## src/rtl/truth_table_probe_pkg.sv

```systemverilog
// -----------------------------------------------------------------------------
// truth_table_probe_pkg
// Shared types and constants for the truth-table probe: FSM state encoding,
// default geometry (4 inputs, 2 settle cycles), the default reference table
// and width helpers used by the interface and the top module.
// -----------------------------------------------------------------------------
package truth_table_probe_pkg;

    typedef enum logic [1:0] {
        ST_IDLE   = 2'd0,
        ST_SETTLE = 2'd1,
        ST_SAMPLE = 2'd2,
        ST_DONE   = 2'd3
    } state_e;

    localparam int N_IN_DEF   = 4;
    localparam int SETTLE_DEF = 2;
    localparam int TT_W       = 2 ** N_IN_DEF;
    localparam int CNT_W      = $clog2(SETTLE_DEF + 1);

    localparam logic [15:0] EXPECTED_DEF = 16'h429B;

    // Truth-table width for an n-input gate.
    function automatic int tt_w(input int n);
        return 1 << n;
    endfunction

    // Settle counter width; never below one bit so SETTLE=0 still elaborates.
    function automatic int cnt_w(input int s);
        return (s < 1) ? 1 : $clog2(s + 1);
    endfunction

endpackage

```

## src/rtl/truth_table_probe_if.sv

```systemverilog
// -----------------------------------------------------------------------------
// truth_table_probe_if
// Groups the probe's control handshake and gate-facing signals.
//   start   : sweep request (master -> probe)
//   resp_i  : gate output (master/gate -> probe)
//   busy    : sweep in progress
//   done    : one-cycle completion pulse
//   vec_o   : gate input vector
//   table_o : assembled truth table
//   match   : table equals the reference
//   err_cnt : number of mismatching table bits
// Modports: slave = the probe, master = the environment driving it.
// -----------------------------------------------------------------------------
interface truth_table_probe_if
    import truth_table_probe_pkg::*;
#(
    parameter int N_IN = 4
);
    logic                      start;
    logic                      resp_i;
    logic                      busy;
    logic                      done;
    logic [N_IN-1:0]           vec_o;
    logic [tt_w(N_IN)-1:0]     table_o;
    logic                      match;
    logic [N_IN:0]             err_cnt;

    modport slave (
        input  start, resp_i,
        output busy, done, vec_o, table_o, match, err_cnt
    );

    modport master (
        output start, resp_i,
        input  busy, done, vec_o, table_o, match, err_cnt
    );
endinterface

```

## src/rtl/truth_table_probe_settle_timer.sv

```systemverilog
// -----------------------------------------------------------------------------
// probe_settle_timer
// Loadable down-counter with a zero flag; times the settle window of each
// vector slot.
//   clk, rst_n  : clock, asynchronous active-low reset
//   i_load      : load i_load_val (has priority over decrement)
//   i_load_val  : value loaded at the start of a slot
//   i_dec       : decrement request; the counter stops at zero
//   o_zero      : counter is zero
// -----------------------------------------------------------------------------
module probe_settle_timer #(
    parameter int W = 2
) (
    input  logic         clk,
    input  logic         rst_n,
    input  logic         i_load,
    input  logic [W-1:0] i_load_val,
    input  logic         i_dec,
    output logic         o_zero
);
    logic [W-1:0] r_cnt;

    always_ff @(posedge clk or negedge rst_n) begin
        if (!rst_n) begin
            r_cnt <= '0;
        end else if (i_load) begin
            r_cnt <= i_load_val;
        end else if (i_dec && (r_cnt != '0)) begin
            r_cnt <= r_cnt - W'(1);
        end
    end

    assign o_zero = (r_cnt == '0);
endmodule

```

## src/rtl/truth_table_probe.sv

```systemverilog
// -----------------------------------------------------------------------------
// truth_table_probe
// Sweeps every input combination of a single-output gate, waits SETTLE idle
// cycles per vector, samples the gate output and builds the 2^N_IN-bit truth
// table, then reports match / mismatch count against EXPECTED.
//   clk   : rising-edge clock
//   rst_n : asynchronous active-low reset
//   bus   : truth_table_probe_if.slave (start, resp_i, busy, done, vec_o,
//           table_o, match, err_cnt)
// -----------------------------------------------------------------------------
module truth_table_probe
    import truth_table_probe_pkg::*;
#(
    parameter int                        N_IN     = 4,
    parameter int                        SETTLE   = 2,
    parameter logic [(2**N_IN)-1:0]      EXPECTED = EXPECTED_DEF
) (
    input  logic               clk,
    input  logic               rst_n,
    truth_table_probe_if.slave bus
);
    localparam int TTW   = tt_w(N_IN);
    localparam int CW    = cnt_w(SETTLE);
    localparam int EW    = N_IN + 1;

    localparam logic [1:0] S_IDLE   = 2'(ST_IDLE);
    localparam logic [1:0] S_SETTLE = 2'(ST_SETTLE);
    localparam logic [1:0] S_SAMPLE = 2'(ST_SAMPLE);
    localparam logic [1:0] S_DONE   = 2'(ST_DONE);

    // With no settle time every slot is a bare sample cycle.
    localparam logic [1:0] S_SLOT   = (SETTLE == 0) ? S_SAMPLE : S_SETTLE;

    // The timer holds SETTLE-1 so the SETTLE state lasts exactly SETTLE cycles
    // and leaves on the cycle the counter reads zero.
    localparam logic [CW-1:0] LOAD_VAL = CW'((SETTLE > 0) ? (SETTLE - 1) : 0);

    logic [1:0]      r_state;
    logic [N_IN-1:0] r_vec;
    logic [TTW-1:0]  r_table;
    logic [EW-1:0]   r_err;
    logic            r_match;

    logic            w_zero;
    logic            w_load;
    logic            w_dec;
    logic            w_last;
    logic            w_miss;
    logic [EW-1:0]   w_err_nxt;

    assign w_last    = (r_vec == '1);
    assign w_miss    = (bus.resp_i != EXPECTED[r_vec]);
    assign w_err_nxt = r_err + EW'(w_miss);
    assign w_load    = ((r_state == S_IDLE) && bus.start) ||
                       ((r_state == S_SAMPLE) && !w_last);
    assign w_dec     = (r_state == S_SETTLE);

    probe_settle_timer #(
        .W (CW)
    ) u_timer (
        .clk        (clk),
        .rst_n      (rst_n),
        .i_load     (w_load),
        .i_load_val (LOAD_VAL),
        .i_dec      (w_dec),
        .o_zero     (w_zero)
    );

    always_ff @(posedge clk or negedge rst_n) begin
        if (!rst_n) begin
            r_state <= S_IDLE;
            r_vec   <= '0;
            r_table <= '0;
            r_err   <= '0;
            r_match <= 1'b0;
        end else begin
            case (r_state)
                S_IDLE: begin
                    r_vec <= '0;
                    if (bus.start) begin
                        r_table <= '0;
                        r_err   <= '0;
                        r_match <= 1'b0;
                        r_state <= S_SLOT;
                    end
                end
                S_SETTLE: begin
                    if (w_zero) begin
                        r_state <= S_SAMPLE;
                    end
                end
                S_SAMPLE: begin
                    r_table[r_vec] <= bus.resp_i;
                    r_err          <= w_err_nxt;
                    if (w_last) begin
                        // match must already be valid in the done cycle.
                        r_match <= (w_err_nxt == '0);
                        r_state <= S_DONE;
                    end else begin
                        r_vec   <= r_vec + N_IN'(1);
                        r_state <= S_SLOT;
                    end
                end
                S_DONE: begin
                    r_vec   <= '0;
                    r_state <= S_IDLE;
                end
                default: begin
                    r_state <= S_IDLE;
                end
            endcase
        end
    end

    assign bus.busy    = (r_state == S_SETTLE) || (r_state == S_SAMPLE);
    assign bus.done    = (r_state == S_DONE);
    assign bus.vec_o   = r_vec;
    assign bus.table_o = r_table;
    assign bus.match   = r_match;
    assign bus.err_cnt = r_err;
endmodule

```

## src/flat_wrapper.sv

```systemverilog
// flat-port wrapper written by rule: the top's interface ports become plain ports
module truth_table_probe_flat import truth_table_probe_pkg::*;
#(
    parameter int                        N_IN     = 4,
    parameter int                        SETTLE   = 2,
    parameter logic [(2**N_IN)-1:0]      EXPECTED = EXPECTED_DEF
)
  (clk, rst_n, bus_start, bus_resp_i, bus_busy, bus_done, bus_vec_o, bus_table_o, bus_match, bus_err_cnt);
  truth_table_probe_if #(.N_IN(N_IN)) bus_i ();
  input  logic clk;
  input  logic rst_n;
  input wire logic [$bits(bus_i.start)-1:0] bus_start;
  input wire logic [$bits(bus_i.resp_i)-1:0] bus_resp_i;
  output wire logic [$bits(bus_i.busy)-1:0] bus_busy;
  output wire logic [$bits(bus_i.done)-1:0] bus_done;
  output wire logic [$bits(bus_i.vec_o)-1:0] bus_vec_o;
  output wire logic [$bits(bus_i.table_o)-1:0] bus_table_o;
  output wire logic [$bits(bus_i.match)-1:0] bus_match;
  output wire logic [$bits(bus_i.err_cnt)-1:0] bus_err_cnt;
  assign bus_i.start = bus_start;
  assign bus_i.resp_i = bus_resp_i;
  assign bus_busy = bus_i.busy;
  assign bus_done = bus_i.done;
  assign bus_vec_o = bus_i.vec_o;
  assign bus_table_o = bus_i.table_o;
  assign bus_match = bus_i.match;
  assign bus_err_cnt = bus_i.err_cnt;
  truth_table_probe #(.N_IN(N_IN), .SETTLE(SETTLE), .EXPECTED(EXPECTED)) u_core (.clk(clk), .rst_n(rst_n), .bus(bus_i));
endmodule
```

## config.mk

```make
export PLATFORM = sky130hd
export DESIGN_NAME = truth_table_probe_flat
export DESIGN_NICKNAME = d
export VERILOG_FILES = /design/src/rtl/truth_table_probe_pkg.sv /design/src/rtl/truth_table_probe_if.sv /design/src/rtl/truth_table_probe_settle_timer.sv /design/src/rtl/truth_table_probe.sv /design/src/flat_wrapper.sv
export SDC_FILE = /design/constraint.sdc
export NUM_CORES = 1
export LEC_CHECK = 0
export CORE_MARGIN = 5
export CORE_UTILIZATION = 47
export CTS_CLUSTER_SIZE = 25
export DETAILED_ROUTE_END_ITERATION = 8
export HOLD_SLACK_MARGIN = 0.1
export PLACE_DENSITY_LB_ADDON = 0.25
export SLEW_MARGIN = 20
export SYNTH_ARGS = -nofsm -noshare
export SYNTH_HDL_FRONTEND = slang
export SYNTH_SLANG_ARGS = --single-unit
```

## constraint.sdc

```tcl
create_clock -name clk -period 2.7 [get_ports clk]
set_clock_uncertainty 0.2 [all_clocks]
set_input_delay 0.54 -clock clk [delete_from_list [all_inputs] [get_ports clk]]
set_output_delay 0.54 -clock clk [all_outputs]
set_load 0.02 [all_outputs]
```

==> Flow_metrics.wiki <==
{| class="wikitable"
! Metric !! Value
|-
| Die span in y || 71.77 um
|-
| Class of the most critical hold timing path || reg2reg
|-
| Top-level port count || 32
|-
| Internal || 0.9714 mW
|-
| Critical path destination || u_core.bus.match
|-
| Number of buffers on the longest clock path || 2
|-
| Worst reg2reg path endpoint || u_core.bus.match
|-
| GR Util All Layers || 0.1730
|-
| Area of the core region || 0.003689 sq mm
|-
| Final clock period utilization by the worst path || 1.013
|-
| Post-detail-place hpwl || 2.884 mm
|-
| CP startpoint || u_core.bus.vec_o[1]
|-
| Number of antenna-violating nets in the routed design || 0
|-
| Final core utilization || 0.6496
|-
| Violations in the final reports || setup timing
|-
| Warnings from Yosys || 0
|-
| Unrepaired setup endpoints after global routing || yes
|-
| Internal reg-to-reg setup slack || -40 ps
|-
| Sequential power share || 0.413
|-
| Required arrival time at the worst endpoint || 2710 ps
|-
| Final slew viol count || 0
|-
| Least-Margin Pin Slew || 381.5 ps
|-
| Count of different cell masters after synthesis || 35
|-
| Worst path setup slack after routing || -36.29 ps
|-
| Clock latency at the later pin of the worst-skew pair || 280 ps
|-
| Initial core utilization || 0.4861
|-
| Clock tree from TritonCTS || yes
|-
| Total Negative Setup Slacks || -36.29 ps
|-
| Post-Synthesis Mean Instance Area || 9.387 sq um
|-
| Total Nets Final || 249
|-
| Max-cap viol count || 0
|-
| Largest voltage drop on the vdd net || 0.5822 mV
|-
| Routability-driven placement congestion ratio || 0.8482
|-
| Number of storage elements in the synthesis netlist || 30
|-
| Number of cell rows || 22
|-
| Share of cells above drive strength 1 || 0.1674
|-
| Synth-to-Final Area Change || 33.64%
|-
| DR iter-0 viols || 125
|-
| Crit-path max FO || 5
|-
| Number of buffers inserted during clock tree synthesis || 5
|-
| Placed cell count || 272
|-
| Wirelength, routed || 4.158 mm
|-
| Final Hold Fails || 0
|-
| Run status || finished with violations
|-
| Gate count of the mapped netlist || 191
|-
| Routed WL per cell || 14.80 um
|-
| Clock Sinks || 30
|-
| Post-placement setup slack || 3.842 ps
|-
| Leading cell types in the layout, fill and taps excluded || sky130_fd_sc_hd__clkdlybuf4s50_1 (31), sky130_fd_sc_hd__dfrtp_1 (28), sky130_fd_sc_hd__inv_1 (24)
|-
| Switching power || 0.4011 mW
|-
| Count of fill cells added during filler insertion || 308
|-
| Arrival time of the worst setup path || 2740 ps
|-
| Leak || 1.009 nW
|-
| Power share of the clock group || 0.336
|-
| Number of buffers added on ports || 31
|-
| Antenna violations before repair || 0
|-
| Number of global-route vias before repair || 1504
|-
| Start-to-end type of the worst setup path || reg2reg
|-
| Portion of the post-synthesis area used by sequential elements || 0.4187
|-
| Vias || 1547
|-
| Power per cell area || 572.8 mW/mm^2
|-
| Detailed-route vias per instance || 5.505
|-
| First-pass GRT wire length || 7.010 mm
|-
| Power share of the combinational group || 0.251
|-
| Minimum clock period || 2736 ps
|-
| Synthesized netlist net count || 207
|-
| Clock-pin slew on the worst setup and hold paths || 60 ps
|-
| Die Footprint || 0.005150 sq mm
|-
| Chip Width || 71.77 um
|-
| Setup crit start kind || register
|-
| Relative slew slack || 0.7456
|-
| Switching Share || 0.2923
|-
| Non-filler cells, final || 281
|-
| Antenna cell count || 0
|-
| DRC errors left || 0
|-
| Syn Std Cell Area || 0.001793 sq mm
|-
| CTS H-tree lvls || 2
|-
| Detailed-routing iteration count for the pre-antenna-repair pass || 4
|-
| Grt ovf || 0
|-
| Crit path capture type || register
|-
| Depth of the worst register-to-register path || 9
|-
| Most common cell after layout, fill and taps aside || sky130_fd_sc_hd__clkdlybuf4s50_1
|-
| Peak clock frequency supported by timing || 365.5 MHz
|-
| Largest net degree at the start of global routing || 31
|-
| CTS Root Buffer Type || sky130_fd_sc_hd__clkbuf_8
|-
| Worst R2R Start || u_core.bus.vec_o[1]
|-
| Total of endpoints with negative setup slack in the final report || 1
|}
==> registers in the layout (all words and copies together) (netlist names) <==
name,cells
u_core.bus.table_o,16
u_core.bus.err_cnt,5
u_core.bus.vec_o,4
u_core.r_state,2
u_core.u_timer.r_cnt,2
u_core.bus.match,1
==> cell usage after synthesis <==
library cell | instances | share of area
sky130_fd_sc_hd__and3_1 | 2 | 0.0070
sky130_fd_sc_hd__nor2_1 | 1 | 0.0021
sky130_fd_sc_hd__a32o_1 | 3 | 0.017
sky130_fd_sc_hd__nand2b_1 | 4 | 0.014
sky130_fd_sc_hd__buf_6 | 1 | 0.0063
sky130_fd_sc_hd__or2_2 | 1 | 0.0035
sky130_fd_sc_hd__nand2_1 | 6 | 0.013
sky130_fd_sc_hd__mux2i_1 | 5 | 0.028
sky130_fd_sc_hd__o21bai_1 | 1 | 0.0042
sky130_fd_sc_hd__nand3b_1 | 8 | 0.033
sky130_fd_sc_hd__nand3_1 | 12 | 0.033
sky130_fd_sc_hd__clkbuf_2 | 1 | 0.0028
sky130_fd_sc_hd__buf_2 | 4 | 0.011
sky130_fd_sc_hd__or3b_2 | 4 | 0.020
sky130_fd_sc_hd__xnor2_1 | 4 | 0.020
sky130_fd_sc_hd__o311ai_0 | 1 | 0.0049
sky130_fd_sc_hd__ha_1 | 12 | 0.084
sky130_fd_sc_hd__xor2_1 | 1 | 0.0049
sky130_fd_sc_hd__a41oi_1 | 1 | 0.0049
sky130_fd_sc_hd__dfrtp_1 | 30 | 0.42
sky130_fd_sc_hd__o21a_1 | 2 | 0.0084
sky130_fd_sc_hd__nand4_1 | 5 | 0.017
sky130_fd_sc_hd__a22oi_1 | 1 | 0.0042
sky130_fd_sc_hd__a21oi_1 | 22 | 0.061
sky130_fd_sc_hd__mux4_2 | 1 | 0.013
sky130_fd_sc_hd__or4b_1 | 1 | 0.0056
sky130_fd_sc_hd__clkbuf_1 | 5 | 0.010
sky130_fd_sc_hd__and4b_1 | 1 | 0.0056
sky130_fd_sc_hd__inv_1 | 26 | 0.054
sky130_fd_sc_hd__nor2b_1 | 1 | 0.0035
sky130_fd_sc_hd__a31oi_1 | 4 | 0.014
sky130_fd_sc_hd__buf_4 | 1 | 0.0042
sky130_fd_sc_hd__o21ai_0 | 1 | 0.0028
sky130_fd_sc_hd__o22ai_1 | 17 | 0.059
sky130_fd_sc_hd__a311oi_1 | 1 | 0.0049
==> repair_timing <==
action,4_1_cts,5_1_grt
hold buffers,0,0
buffers inserted,2,0
gates resized for setup,0,1
gates cloned,0,0
setup endpoints to repair,1,2
==> critical path: stages (launching register included) <==
cell	delay [ps]
sky130_fd_sc_hd__dfrtp_2	440
sky130_fd_sc_hd__inv_4	90
sky130_fd_sc_hd__ha_4	200
sky130_fd_sc_hd__mux4_2	470
sky130_fd_sc_hd__xnor2_1	150
sky130_fd_sc_hd__ha_2	200
sky130_fd_sc_hd__ha_4	180
sky130_fd_sc_hd__xor2_1	150
sky130_fd_sc_hd__or4b_1	470
sky130_fd_sc_hd__o22ai_1	110
==> per-layer routing <==
layer  global-route usage  vias up  share of wire
met3              0.03647        6          0.049
met1               0.2201      733           0.43
met2               0.2857       34           0.51
met4              0.06889        0          0.011
li1                     -      774              -
met5                    0        -              0
==> logic make-up after synthesis <==
kind of cell | after synthesis | share of synthesized area
AO/OA/AOI/OAI | 54 | 0.1856
XOR/XNOR | 5 | 0.02442
adder cells (fa/ha/maj) | 12 | 0.08374
buffers and inverters | 38 | 0.08932
flip-flops | 30 | 0.4187
multiplexers | 6 | 0.04047
AND/OR/NAND/NOR | 46 | 0.1577
==> power groups by stage <==
| stage | Combinational, mW | Clock [mW] | Sequential (mW) |
|---|---|---|---|
| 2_1_floorplan | 0.127 | 0 | 0.626 |
| 3_3_place_gp | 0.340 | 0 | 0.567 |
| 3_5_place_dp | 0.343 | 0 | 0.572 |
| 4_1_cts | 0.348 | 0.469 | 0.565 |
| 5_1_grt | 0.371 | 0.485 | 0.576 |
| 6_report | 0.345 | 0.461 | 0.567 |
==> through the flow <==
stage	hold slack, ps	instance area, sq um	total power [mW]
6_report	316.2	2396	1.373
5_1_grt	342.4	2396	1.433
2_1_floorplan	44.41	1853	0.7529
4_1_cts	322.9	2394	1.382
3_5_place_dp	311.0	2266	0.9146
3_3_place_gp	303.3	2266	0.9073
==> worst min-delay path by stage <==
| stage | from | endpoint | slack [ps] | cells after the start |
|---|---|---|---|---|
| final | u_core.bus.table_o[4] | u_core.bus.table_o[4] | 320 | 2 |
| after global routing | u_core.bus.table_o[6] | u_core.bus.table_o[6] | 340 | 2 |
| after CTS | u_core.bus.table_o[4] | u_core.bus.table_o[4] | 320 | 2 |
| after detailed placement | u_core.bus.table_o[4] | u_core.bus.table_o[4] | 310 | 2 |
| after global placement | u_core.bus.table_o[4] | u_core.bus.table_o[4] | 300 | 2 |
| after floorplan | rst_n | u_core.bus.err_cnt[0] | 40 | 0 |
==> cell type report <==
type / count / area, sq um / share of cell area
inverters: 26 / 102.6 / 0.04282
repair buffers: 47 / 430.4 / 0.1796
flip-flops and latches: 30 / 753.2 / 0.3144
clock buffers: 6 / 82.58 / 0.03446
multi-input cells: 123 / 937.1 / 0.3911
well taps: 48 / 60.06 / 0.02507
clock inverters: 1 / 30.03 / 0.01253
Note: power is estimated with default switching activity, not from simulation.
==> patch (same flow settings) <==
`SETTLE` is set to 2 in 2 places; all go to 4.
--- a/src/rtl/truth_table_probe.sv
+++ b/src/rtl/truth_table_probe.sv
@@ -13,5 +13,5 @@
 #(
     parameter int                        N_IN     = 4,
-    parameter int                        SETTLE   = 2,
+    parameter int                        SETTLE   = 4,
     parameter logic [(2**N_IN)-1:0]      EXPECTED = EXPECTED_DEF
 ) (
--- a/src/flat_wrapper.sv
+++ b/src/flat_wrapper.sv
@@ -3,5 +3,5 @@
 #(
     parameter int                        N_IN     = 4,
-    parameter int                        SETTLE   = 2,
+    parameter int                        SETTLE   = 4,
     parameter logic [(2**N_IN)-1:0]      EXPECTED = EXPECTED_DEF
 )
Formal check against the unedited RTL: not equivalent (a bounded check fails within 10 cycles, from zero or initial values and one cycle with rst_n low).
==> patch against the unedited design <==
Total power fell by 11%. Critical path type unchanged. Final area rose by 3.7%. Fmax fell by 2.2%. Sequential cell count rose by 1. Area after synthesis rose by 3.6%. Largest power group unchanged. The flow still finishes with violations (setup timing). Core utilization rose by 1.4 points. Synthesized cell count rose by 3.1%. Clock power fell by 25%. Wire length rose by 11%. Worst setup slack got worse by 0.062 ns. Global-route usage rose by 1.8 points.
==> patch: results (changes against the unedited design) <==
- Metal3 WL: 252 um (was 202 um)
- Setup violators final: 1 (unchanged)
- Critical Path Max Stage Delay: 0.49 ns (was 0.47 ns)
- Placed Instances: 281 (was 272)
- PD cells: 489 mW/mm^2 (was 573 mW/mm^2)
- Post-Place Setup Slack: -0.0650 ns (was 0.00384 ns)
- Routed wl met2: 2.46 mm (was 2.14 mm)
- Synth Area in Compound Gates: 19.7% (was 18.6%)
- Synth Area in Adders: 8.76% (was 8.37%)
- Final HPWL DP: 3.35 mm (was 2.88 mm)
- Synth area leaders: dfrtp_1 42%, ha_1 8.8%, o22ai_1 5.7% (was dfrtp_1 42%, ha_1 8.4%, a21oi_1 6.1%)
- Post-synth top cells: 31 x dfrtp_1, 27 x inv_1, 21 x a21oi_1 (was 30 x dfrtp_1, 26 x inv_1, 22 x a21oi_1)
- Pin count of the biggest net entering global routing: 32 (was 31)
- Sequential Power Share: 45.9% (was 41.3%)
- Average routed wire per standard cell: 15.9 um (was 14.8 um)
- Status: finished with violations (unchanged)
- Mux cell area share after synthesis: 3.37% (was 4.05%)
- Crit-path max FO: 5 (unchanged)
- Sequential cell area fraction in the yosys report: 41.8% (was 41.9%)
- TritonCTS buffer count: 5 (unchanged)
- Ys flop type: dfrtp_1 (unchanged)
- M1 GR Usage: 21.8% (was 22.0%)
- Grt met3 use: 4.41% (was 3.65%)
- Max reg flops: 16 (unchanged)
- CTS max path bufs: 2 (unchanged)
- Clk Latency, worst-skew pair: 0.28 ns (about the same)
- Uppermost layer routed: met4 (unchanged)
- Post-Route WL: 4.63 mm (was 4.16 mm)
- Worst setup margin: -0.0987 ns (was -0.0363 ns)
- CP max stage cell: mux4_2 (unchanged)
- Mean Syn Cell Area: 9.43 um^2 (was 9.39 um^2)
- CP Data Arrival Time: 2.81 ns (was 2.74 ns)
- Initial antenna violation count: 0 (unchanged)
- Placed Instance Area: 0.00236 mm^2 (was 0.00227 mm^2)
- Failing checks: setup timing (unchanged)
- Nets: 259 (was 249)
- GRT Total Usage: 19.1% (was 17.3%)
- Async S/R FF share, synth: 100% (unchanged)
- First-pass GRT wire length: 7.95 mm (was 7.01 mm)
- Xor/xnor share of the synthesized area: 2.36% (was 2.44%)
- I/O Buffers: 31 (unchanged)
- Share of cells above drive strength 1: 19.3% (was 16.7%)
- Met2 usage: 34.5% (was 28.6%)
- Sw frac: 30.6% (was 29.2%)
- Routability cong.: 0.827 (was 0.848)
- Leak: 1.11 nW (was 1.01 nW)
- Peak VDD IR: 0.000502 V (was 0.000582 V)
- Number of distinct library cells after synthesis: 36 (was 35)
- Root Buffer: clkbuf_8 (unchanged)
- 1st-iter DRT viols: 143 (was 125)
- Setup_tns: -0.0987 ns (was -0.0363 ns)
- Ys Warns: 0 (unchanged)
- Hold WC Path Type: reg2reg (unchanged)
- Net Count, Synth: 214 (was 207)
- Slew Limit Headroom: 73.3% (was 74.6%)
- Comb. pwr: 0.310 mW (was 0.345 mW)
- Length of routed wiring on met1: 1.86 mm (was 1.77 mm)
- Vias/cell: 5.70 (was 5.51)
- Antenna cells: 0 (unchanged)
- Number of global-route vias before repair: 1716 (was 1504)
==> patch: cell type report <==
class,count,area (um^2)
clock buffers,5,68.8
clock inverters,3,15.0
fillers,315,1260
inverters,27,106
multi-input cells,127,998
flip-flops and latches,31,778
well taps,48,60.1
repair buffers,50,457
==> patch: path summary, 6_finish.rpt <==
check | from | end | slack, ns | cells past startpoint
max | u_core.bus.vec_o[1] | u_core.bus.match | -0.1 | 9
max in group asynchronous | rst_n | u_core.bus.vec_o[0] | 1.52 | 2
min | u_core.bus.table_o[7] | u_core.bus.table_o[7] | 0.32 | 2
min reg2reg | u_core.bus.table_o[7] | u_core.bus.table_o[7] | 0.32 | 2
max reg2reg | u_core.bus.vec_o[1] | u_core.bus.match | -0.1 | 9
min in group asynchronous | rst_n | u_core.bus.table_o[6] | 0.45 | 2
==> patch: timing repair <==
item | CTS | global route
pin swaps | 1 | 2
buffers inserted | 0 | 2
endpoints found under the setup margin | 2 | 2
endpoints found under the hold margin | 0 | 0
gates resized for setup | 1 | 5
